<file path="config.mk">
export PLATFORM = sky130hd
export DESIGN_NAME = pipeid_flat
export DESIGN_NICKNAME = d
export VERILOG_FILES = /design/src/rtl/pipeid_pkg.sv /design/src/rtl/pipeid_if.sv /design/src/rtl/pipeid_regfile.sv /design/src/rtl/pipeid.sv /design/src/flat_wrapper.sv
export SDC_FILE = /design/constraint.sdc
export NUM_CORES = 2
export LEC_CHECK = 0
export CORE_MARGIN = 2
export CORE_UTILIZATION = 60
export DETAILED_ROUTE_END_ITERATION = 7
export PLACE_DENSITY = 0.77
export SYNTH_ARGS = -nofsm -noshare
export SYNTH_HDL_FRONTEND = slang
export SYNTH_HIERARCHICAL = 1
export SYNTH_SLANG_ARGS = --single-unit
</file>
<file path="constraint.sdc">
create_clock -name clk -period 5.25 [get_ports clk]
set_input_delay 0.7875 -clock clk [delete_from_list [all_inputs] [get_ports clk]]
set_output_delay 0.7875 -clock clk [all_outputs]
set_load 0.02 [all_outputs]
</file>
<file path="src/rtl/pipeid_pkg.sv">
// Shared ISA constants for the pipelined CPU: opcodes, functs, ALU codes and
// next-PC select encodings. Both ID and EX import this package.
package pipe_defs;

  localparam logic [5:0] OP_RTYPE = 6'b000000;
  localparam logic [5:0] OP_ADDI  = 6'b001000;
  localparam logic [5:0] OP_ANDI  = 6'b001100;
  localparam logic [5:0] OP_ORI   = 6'b001101;
  localparam logic [5:0] OP_XORI  = 6'b001110;
  localparam logic [5:0] OP_LW    = 6'b100011;
  localparam logic [5:0] OP_SW    = 6'b101011;
  localparam logic [5:0] OP_BEQ   = 6'b000100;
  localparam logic [5:0] OP_BNE   = 6'b000101;
  localparam logic [5:0] OP_LUI   = 6'b001111;
  localparam logic [5:0] OP_J     = 6'b000010;
  localparam logic [5:0] OP_JAL   = 6'b000011;

  localparam logic [5:0] FN_ADD = 6'b100000;
  localparam logic [5:0] FN_SUB = 6'b100010;
  localparam logic [5:0] FN_AND = 6'b100100;
  localparam logic [5:0] FN_OR  = 6'b100101;
  localparam logic [5:0] FN_XOR = 6'b100110;
  localparam logic [5:0] FN_SLL = 6'b000000;
  localparam logic [5:0] FN_SRL = 6'b000010;
  localparam logic [5:0] FN_SRA = 6'b000011;
  localparam logic [5:0] FN_JR  = 6'b001000;

  localparam logic [3:0] ALU_ADD = 4'b0000;
  localparam logic [3:0] ALU_SUB = 4'b0100;
  localparam logic [3:0] ALU_AND = 4'b0001;
  localparam logic [3:0] ALU_OR  = 4'b0101;
  localparam logic [3:0] ALU_XOR = 4'b0010;
  localparam logic [3:0] ALU_LUI = 4'b0110;
  localparam logic [3:0] ALU_SLL = 4'b0011;
  localparam logic [3:0] ALU_SRL = 4'b0111;
  localparam logic [3:0] ALU_SRA = 4'b1111;

  typedef enum logic [1:0] {
    PCSRC_PC4 = 2'b00,
    PCSRC_BPC = 2'b01,
    PCSRC_JR  = 2'b10,
    PCSRC_JPC = 2'b11
  } pcsrc_e;

  localparam logic [4:0] REG_RA = 5'd31;

endpackage

</file>
<file path="src/rtl/pipeid_if.sv">
// Signal bundle around the ID stage: IF/ID inputs, EX/MEM/WB feedback and
// the decoded controls headed for pipedereg. No handshake; all levels.
interface pipeid_if;
  logic [31:0] i_inst;
  logic [7:0]  i_pc4;
  logic        i_ewreg, i_em2reg;
  logic [4:0]  i_ern;
  logic [31:0] i_ealu;
  logic        i_mwreg, i_mm2reg;
  logic [4:0]  i_mrn;
  logic [31:0] i_malu, i_mmo;
  logic        i_wwreg;
  logic [4:0]  i_wrn;
  logic [31:0] i_wdi;

  logic        o_wreg, o_m2reg, o_wmem, o_aluimm, o_shift, o_jal;
  logic [3:0]  o_aluc;
  logic [31:0] o_a, o_b, o_imm;
  logic [4:0]  o_rn, o_sa;
  logic [7:0]  o_pc4, o_bpc, o_jpc;
  logic [1:0]  o_pcsrc;
  logic        o_wpcir;

  // master is the surrounding pipeline, slave is the decode stage
  modport master (
    output i_inst, i_pc4, i_ewreg, i_em2reg, i_ern, i_ealu,
           i_mwreg, i_mm2reg, i_mrn, i_malu, i_mmo, i_wwreg, i_wrn, i_wdi,
    input  o_wreg, o_m2reg, o_wmem, o_aluimm, o_shift, o_jal, o_aluc,
           o_a, o_b, o_imm, o_rn, o_sa, o_pc4, o_bpc, o_jpc, o_pcsrc, o_wpcir
  );

  modport slave (
    input  i_inst, i_pc4, i_ewreg, i_em2reg, i_ern, i_ealu,
           i_mwreg, i_mm2reg, i_mrn, i_malu, i_mmo, i_wwreg, i_wrn, i_wdi,
    output o_wreg, o_m2reg, o_wmem, o_aluimm, o_shift, o_jal, o_aluc,
           o_a, o_b, o_imm, o_rn, o_sa, o_pc4, o_bpc, o_jpc, o_pcsrc, o_wpcir
  );
endinterface

</file>
<file path="src/rtl/pipeid_regfile.sv">
// 32x32 register file: two combinational read ports with WB write-through,
// one synchronous write port. r0 is hardwired to zero.
module pipe_regfile (
  input  logic        clk,
  input  logic        rst,
  input  logic [4:0]  ra1,
  input  logic [4:0]  ra2,
  output logic [31:0] rd1,
  output logic [31:0] rd2,
  input  logic        we,
  input  logic [4:0]  wa,
  input  logic [31:0] wd
);

  logic [31:0] regs [32];
  logic        wr_en;

  assign wr_en = we && (wa != 5'd0);

  always_ff @(posedge clk) begin
    if (rst) begin
      for (int i = 0; i < 32; i++) regs[i] <= '0;
    end else if (wr_en) begin
      regs[wa] <= wd;
    end
  end

  // Write-through lets ID see the WB result in the cycle it is written.
  always_comb begin
    rd1 = regs[ra1];
    rd2 = regs[ra2];
    if (wr_en && wa == ra1) rd1 = wd;
    if (wr_en && wa == ra2) rd2 = wd;
    if (ra1 == 5'd0) rd1 = '0;
    if (ra2 == 5'd0) rd2 = '0;
  end

endmodule

</file>
<file path="src/rtl/pipeid.sv">
// Instruction-decode stage: control decode, register file, EX/MEM operand
// forwarding, load-use bubble insertion and branch/jump resolution.
module pipeid
  import pipe_defs::*;
(
  input  logic     clk,
  input  logic     rst,
  pipeid_if.slave  bus
);

  logic [5:0]  op, fn;
  logic [4:0]  rs, rt, rd;
  logic        r_type;
  logic        i_add, i_sub, i_and, i_or, i_xor, i_sll, i_srl, i_sra, i_jr;
  logic        i_addi, i_andi, i_ori, i_xori, i_lw, i_sw;
  logic        i_beq, i_bne, i_lui, i_j, i_jal;
  logic        dec_wreg, uses_rs, uses_rt, stall, zero_ext;
  logic [3:0]  aluc;
  logic [31:0] imm, rf_a, rf_b, fwd_a, fwd_b;
  pcsrc_e      pcsrc;

  assign op = bus.i_inst[31:26];
  assign rs = bus.i_inst[25:21];
  assign rt = bus.i_inst[20:16];
  assign rd = bus.i_inst[15:11];
  assign fn = bus.i_inst[5:0];

  assign r_type = (op == OP_RTYPE);
  assign i_add  = r_type && fn == FN_ADD;
  assign i_sub  = r_type && fn == FN_SUB;
  assign i_and  = r_type && fn == FN_AND;
  assign i_or   = r_type && fn == FN_OR;
  assign i_xor  = r_type && fn == FN_XOR;
  assign i_sll  = r_type && fn == FN_SLL;
  assign i_srl  = r_type && fn == FN_SRL;
  assign i_sra  = r_type && fn == FN_SRA;
  assign i_jr   = r_type && fn == FN_JR;
  assign i_addi = (op == OP_ADDI);
  assign i_andi = (op == OP_ANDI);
  assign i_ori  = (op == OP_ORI);
  assign i_xori = (op == OP_XORI);
  assign i_lw   = (op == OP_LW);
  assign i_sw   = (op == OP_SW);
  assign i_beq  = (op == OP_BEQ);
  assign i_bne  = (op == OP_BNE);
  assign i_lui  = (op == OP_LUI);
  assign i_j    = (op == OP_J);
  assign i_jal  = (op == OP_JAL);

  assign dec_wreg = i_add | i_sub | i_and | i_or | i_xor | i_sll | i_srl | i_sra |
                    i_addi | i_andi | i_ori | i_xori | i_lw | i_lui | i_jal;

  // Operand usage drives the load-use check; shifts take rt only.
  assign uses_rs = i_add | i_sub | i_and | i_or | i_xor | i_jr |
                   i_addi | i_andi | i_ori | i_xori | i_lw | i_sw | i_beq | i_bne;
  assign uses_rt = i_add | i_sub | i_and | i_or | i_xor | i_sll | i_srl | i_sra |
                   i_jr | i_sw | i_beq | i_bne;

  assign stall = bus.i_ewreg && bus.i_em2reg && (bus.i_ern != 5'd0) &&
                 ((uses_rs && bus.i_ern == rs) || (uses_rt && bus.i_ern == rt));

  always_comb begin
    aluc = ALU_ADD;
    if (i_sub | i_beq | i_bne)      aluc = ALU_SUB;
    else if (i_and | i_andi)        aluc = ALU_AND;
    else if (i_or | i_ori)          aluc = ALU_OR;
    else if (i_xor | i_xori)        aluc = ALU_XOR;
    else if (i_lui)                 aluc = ALU_LUI;
    else if (i_sll)                 aluc = ALU_SLL;
    else if (i_srl)                 aluc = ALU_SRL;
    else if (i_sra)                 aluc = ALU_SRA;
  end

  assign zero_ext = i_andi | i_ori | i_xori;
  assign imm = zero_ext ? {16'b0, bus.i_inst[15:0]}
                        : {{16{bus.i_inst[15]}}, bus.i_inst[15:0]};

  pipe_regfile u_regfile (
    .clk (clk),
    .rst (rst),
    .ra1 (rs),
    .ra2 (rt),
    .rd1 (rf_a),
    .rd2 (rf_b),
    .we  (bus.i_wwreg),
    .wa  (bus.i_wrn),
    .wd  (bus.i_wdi)
  );

  // EX beats MEM; a load still in EX cannot forward and is handled by stall.
  function automatic logic [31:0] forward(input logic [4:0] src, input logic [31:0] rf_val);
    logic [31:0] val;
    val = rf_val;
    if (bus.i_ewreg && !bus.i_em2reg && bus.i_ern == src && src != 5'd0)
      val = bus.i_ealu;
    else if (bus.i_mwreg && bus.i_mrn == src && src != 5'd0)
      val = bus.i_mm2reg ? bus.i_mmo : bus.i_malu;
    return val;
  endfunction

  assign fwd_a = forward(rs, rf_a);
  assign fwd_b = forward(rt, rf_b);

  always_comb begin
    pcsrc = PCSRC_PC4;
    if (i_jr)                                     pcsrc = PCSRC_JR;
    else if (i_j | i_jal)                         pcsrc = PCSRC_JPC;
    else if ((i_beq && fwd_a == fwd_b) ||
             (i_bne && fwd_a != fwd_b))           pcsrc = PCSRC_BPC;
    if (stall || rst)                             pcsrc = PCSRC_PC4;
  end

  assign bus.o_wreg   = dec_wreg && !stall && !rst;
  assign bus.o_wmem   = i_sw && !stall && !rst;
  assign bus.o_m2reg  = i_lw && !rst;
  assign bus.o_jal    = i_jal && !rst;
  assign bus.o_shift  = (i_sll | i_srl | i_sra) && !rst;
  assign bus.o_aluimm = i_addi | i_andi | i_ori | i_xori | i_lw | i_sw | i_lui;
  assign bus.o_aluc   = aluc;
  assign bus.o_a      = rst ? 32'd0 : fwd_a;
  assign bus.o_b      = rst ? 32'd0 : fwd_b;
  assign bus.o_imm    = rst ? 32'd0 : imm;
  assign bus.o_rn     = i_jal ? REG_RA : (r_type ? rd : rt);
  assign bus.o_sa     = bus.i_inst[10:6];
  assign bus.o_pc4    = bus.i_pc4;
  assign bus.o_bpc    = bus.i_pc4 + {bus.i_inst[5:0], 2'b00};
  assign bus.o_jpc    = {bus.i_inst[5:0], 2'b00};
  assign bus.o_pcsrc  = pcsrc;
  assign bus.o_wpcir  = rst || !stall;

endmodule

</file>
<file path="src/flat_wrapper.sv">
// flat-port wrapper written by rule: the top's interface ports become plain ports
module pipeid_flat import pipe_defs::*;
  (clk, rst, bus_i_inst, bus_i_pc4, bus_i_ewreg, bus_i_em2reg, bus_i_ern, bus_i_ealu, bus_i_mwreg, bus_i_mm2reg, bus_i_mrn, bus_i_malu, bus_i_mmo, bus_i_wwreg, bus_i_wrn, bus_i_wdi, bus_o_wreg, bus_o_m2reg, bus_o_wmem, bus_o_aluimm, bus_o_shift, bus_o_jal, bus_o_aluc, bus_o_a, bus_o_b, bus_o_imm, bus_o_rn, bus_o_sa, bus_o_pc4, bus_o_bpc, bus_o_jpc, bus_o_pcsrc, bus_o_wpcir);
  pipeid_if bus_i ();
  input  logic clk;
  input  logic rst;
  input wire logic [$bits(bus_i.i_inst)-1:0] bus_i_inst;
  input wire logic [$bits(bus_i.i_pc4)-1:0] bus_i_pc4;
  input wire logic [$bits(bus_i.i_ewreg)-1:0] bus_i_ewreg;
  input wire logic [$bits(bus_i.i_em2reg)-1:0] bus_i_em2reg;
  input wire logic [$bits(bus_i.i_ern)-1:0] bus_i_ern;
  input wire logic [$bits(bus_i.i_ealu)-1:0] bus_i_ealu;
  input wire logic [$bits(bus_i.i_mwreg)-1:0] bus_i_mwreg;
  input wire logic [$bits(bus_i.i_mm2reg)-1:0] bus_i_mm2reg;
  input wire logic [$bits(bus_i.i_mrn)-1:0] bus_i_mrn;
  input wire logic [$bits(bus_i.i_malu)-1:0] bus_i_malu;
  input wire logic [$bits(bus_i.i_mmo)-1:0] bus_i_mmo;
  input wire logic [$bits(bus_i.i_wwreg)-1:0] bus_i_wwreg;
  input wire logic [$bits(bus_i.i_wrn)-1:0] bus_i_wrn;
  input wire logic [$bits(bus_i.i_wdi)-1:0] bus_i_wdi;
  output wire logic [$bits(bus_i.o_wreg)-1:0] bus_o_wreg;
  output wire logic [$bits(bus_i.o_m2reg)-1:0] bus_o_m2reg;
  output wire logic [$bits(bus_i.o_wmem)-1:0] bus_o_wmem;
  output wire logic [$bits(bus_i.o_aluimm)-1:0] bus_o_aluimm;
  output wire logic [$bits(bus_i.o_shift)-1:0] bus_o_shift;
  output wire logic [$bits(bus_i.o_jal)-1:0] bus_o_jal;
  output wire logic [$bits(bus_i.o_aluc)-1:0] bus_o_aluc;
  output wire logic [$bits(bus_i.o_a)-1:0] bus_o_a;
  output wire logic [$bits(bus_i.o_b)-1:0] bus_o_b;
  output wire logic [$bits(bus_i.o_imm)-1:0] bus_o_imm;
  output wire logic [$bits(bus_i.o_rn)-1:0] bus_o_rn;
  output wire logic [$bits(bus_i.o_sa)-1:0] bus_o_sa;
  output wire logic [$bits(bus_i.o_pc4)-1:0] bus_o_pc4;
  output wire logic [$bits(bus_i.o_bpc)-1:0] bus_o_bpc;
  output wire logic [$bits(bus_i.o_jpc)-1:0] bus_o_jpc;
  output wire logic [$bits(bus_i.o_pcsrc)-1:0] bus_o_pcsrc;
  output wire logic [$bits(bus_i.o_wpcir)-1:0] bus_o_wpcir;
  assign bus_i.i_inst = bus_i_inst;
  assign bus_i.i_pc4 = bus_i_pc4;
  assign bus_i.i_ewreg = bus_i_ewreg;
  assign bus_i.i_em2reg = bus_i_em2reg;
  assign bus_i.i_ern = bus_i_ern;
  assign bus_i.i_ealu = bus_i_ealu;
  assign bus_i.i_mwreg = bus_i_mwreg;
  assign bus_i.i_mm2reg = bus_i_mm2reg;
  assign bus_i.i_mrn = bus_i_mrn;
  assign bus_i.i_malu = bus_i_malu;
  assign bus_i.i_mmo = bus_i_mmo;
  assign bus_i.i_wwreg = bus_i_wwreg;
  assign bus_i.i_wrn = bus_i_wrn;
  assign bus_i.i_wdi = bus_i_wdi;
  assign bus_o_wreg = bus_i.o_wreg;
  assign bus_o_m2reg = bus_i.o_m2reg;
  assign bus_o_wmem = bus_i.o_wmem;
  assign bus_o_aluimm = bus_i.o_aluimm;
  assign bus_o_shift = bus_i.o_shift;
  assign bus_o_jal = bus_i.o_jal;
  assign bus_o_aluc = bus_i.o_aluc;
  assign bus_o_a = bus_i.o_a;
  assign bus_o_b = bus_i.o_b;
  assign bus_o_imm = bus_i.o_imm;
  assign bus_o_rn = bus_i.o_rn;
  assign bus_o_sa = bus_i.o_sa;
  assign bus_o_pc4 = bus_i.o_pc4;
  assign bus_o_bpc = bus_i.o_bpc;
  assign bus_o_jpc = bus_i.o_jpc;
  assign bus_o_pcsrc = bus_i.o_pcsrc;
  assign bus_o_wpcir = bus_i.o_wpcir;
  pipeid u_core (.clk(clk), .rst(rst), .bus(bus_i));
endmodule
</file>
==> run_results.csv <==
group,metric,value,unit
synth,synth.distinct_cells,85,
drt,first_pass_iters,6,
cells_and_area,fin_area,0.0745,sq mm
floorplan,num_rows,116,
sta,slew_headroom,13.6,%
cells_and_area,nNetsFinal,5427,
power_and_ir_drop,seq_power_share,43.7,%
placed_design,hpwl,162,mm
synth,synth_area_per_cell,13.1,sq um
sta,max_freq,187,MHz
synth,ys_seq_area_share,51.2,%
drt,wirelength,237,mm
drt,dr_total_vias,47600,
run,maxCapViolCount,0,
global_route,grt_use_total,45.2,%
floorplan,die_width,321,microns
sta,finalMaxSlewViolations,0,
drt,antenna_left,0,
power_and_ir_drop,p_leak,27.4,nW
placed_design,port_buffers,324,
power_and_ir_drop,pwr-share-clk,36.3,%
critical_path,cp_max_fo,7,
global_route,antenna_found_initial,18,
cells_and_area,syn_to_final_growth,24.0,%
placed_design,gp_congestion,1.02,
outcome,violations,"setup timing",
floorplan,die_h,321,microns
global_route,gr-total-overflow,0,
synth,ys.flop_type,"edfxtp_1",
cells_and_area,layout_commonest_cell,"and2_1",
global_route,use_met2,67.2,%
critical_path,path_class,"in -> out",
floorplan,top_level_ports,333,
sta,rsz0062_at_grt,"yes",
power_and_ir_drop,power_switching_share,27.2,%
global_route,grt_max_degree,65,
floorplan,die-area,0.103,sq mm
clock_network,postCtsHoldBufs,0,
global_route,use_met1,56.9,%
drt,routedWlPerCell,35.8,microns
clock_network,cts_tree,"yes",
power_and_ir_drop,combPwrFrac,20.0,%
synth,netlist_area,0.0601,sq mm
sta,layout_setup_ws,-0.0959,ns
synth,synth_warnings,6,
placed_design,dpl_cell_area,0.0684,sq mm
clock_network,cts_buffers,107,
clock_network,cts_sinks,1024,
floorplan,design.core.area,0.0997,sq mm
cells_and_area,top_register,"u_core/u_regfile/regs",
outcome,outcome,"complete, but fails checks",
global_route,grt_pass1_wl,329,mm
clock_network,cts-htree-levels,3,
power_and_ir_drop,p_int,16.2,mW
sta,min_period,5.35,ns
synth,synth-seq-cells,1024,
clock_network,clk_pin_slew_worst_paths,0.06,ns
synth,synth_cells,4583,
power_and_ir_drop,p_sw,6.05,mW
sta,finalSetupViolCount,1,
power_and_ir_drop,power_density,298,mW/mm^2
global_route,grt_pass1_vias,45600,
critical_path,worstPathArrival,4.56,ns
cells_and_area,mostFrequentLayoutCells,"and2_1, edfxtp_1, buf_4, mux4_2, mux2i_1",
critical_path,startpoint_type,"input pin",
critical_path,cp.required,4.46,ns
global_route,busiest_layer,"met2",
drt,drc,0,
synth,synth-edff-count,1024,
clock_network,cts_buffer_depth,3,
floorplan,start_util,60.3,%
critical_path,end_kind,"output pin",
drt,viasPerCell,7.18,
clock_network,cts_root_buf,"clkbuf_16",
synth,synthArstFlopShare,0,%
power_and_ir_drop,peakVddDrop,0.282,mV
sta,fin_crit_sh,102,%
sta,hold_viol,0,
cells_and_area,layout-drive-gt1-share,30.3,%
worst_hold_path,hp-class,"in -> reg",
cells_and_area,largest_reg_flops,1024,
sta,tightest_slew,1.30,ns
cells_and_area,reg_top3,"u_core/u_regfile/regs (1024)",
global_route,use_met3,18.6,%
drt,drtIter0Drc,8523,
sta,holdWs,0.625,ns
[per-layer routing]
layer / share of wire, % / routed length [microns]
met1: 33 / 78000
met2: 43 / 102000
met3: 17 / 40900
met4: 6.6 / 15600
met5: 0.043 / 101
[critical path: stages]
cell,delay [ns]
buf_12,0.13
buf_12,0.15
buf_12,0.14
inv_2,0.13
buf_4,0.21
buf_4,0.27
mux2i_2,0.13
a211oi_4,0.43
a211oi_2,0.11
nor2_1,0.13
a21oi_1,0.08
o31ai_2,0.32
xnor2_1,0.17
nand4_1,0.22
nor4_4,0.43
buf_4,0.18
a2111oi_2,0.05
nand3b_1,0.26
buf_6,0.19
[worst paths after layout]
check	startpoint	slack (ns)	to	depth (start not counted)
min	rst	0.63	u_core/u_regfile/regs[0][6]	1
max	bus_i_inst[17]	-0.1	bus_o_pcsrc[0]	19
[cells in the mapped netlist (59+ instances only)]
cell / count / share of area, %
a21oi_1: 150 / 1.2
a22oi_1: 66 / 0.82
and2_1: 1026 / 11
buf_2: 65 / 0.54
buf_4: 59 / 0.74
clkbuf_1: 351 / 2.2
edfxtp_1: 1024 / 51
mux2_2: 67 / 1.3
mux2i_1: 338 / 5.6
mux4_2: 356 / 13
nand2_1: 148 / 0.92
nand4_1: 79 / 0.82
nor2_1: 74 / 0.46
nor3_1: 111 / 0.92
[kinds of logic after synthesis]
logic type      synth area share [%]
buf+inv                         4.41
flops                           51.2
other cells                   0.0125
simple gates                    15.5
xor+xnor                       0.976
mux                             20.7
fa+ha+maj                      0.137
compound gates                  7.14
[per-stage QoR]
step / total power, mW / utilization (%) / worst slack [ns] / TNS (ns) / instances
finish: 22.2 / 74.7 / -0.0959 / -0.0959 / 6627
global route: 22.6 / 74.7 / -0.0630 / -0.0630 / 6623
CTS: 21.8 / 73.7 / 0.000208 / 0 / 6586
detailed placement: 13.8 / 68.6 / -1.26 / -1.69 / 6341
global placement: 13.7 / 68.6 / -1.23 / -1.60 / 6341
floorplan: 11.8 / - / 0.726 / 0 / 4615
[layout make-up]
class,instances,area (sq um)
tap,1298,1620
inverter,16,60.1
antenna,4,10.0
clock inverter,76,863
timing repair buffer,1034,10400
multi-input combinational,3048,28000
fill,6191,25200
sequential,1024,30700
clock buffer,127,2840
[repair_timing]
| item | 4_1_cts | 5_1_grt |
|---|---|---|
| endpoints found under the hold margin | 0 | 0 |
| cloned | 11 | 3 |
| endpoints found under the setup margin | 5 | 1 |
| buffers inserted | 33 | 36 |
| gates resized for setup | 193 | 163 |
| pin swaps | 36 | 45 |
[power by group through the flow]
stage	clock (mW)	combinational (mW)	sequential (mW)
2_1_floorplan	0	2.05	9.74
3_3_place_gp	0	3.91	9.81
3_5_place_dp	0	3.93	9.85
4_1_cts	8.02	4.13	9.69
5_1_grt	8.34	4.51	9.74
6_report	8.06	4.45	9.71
No activity file was read; power rests on OpenSTA's default activity.
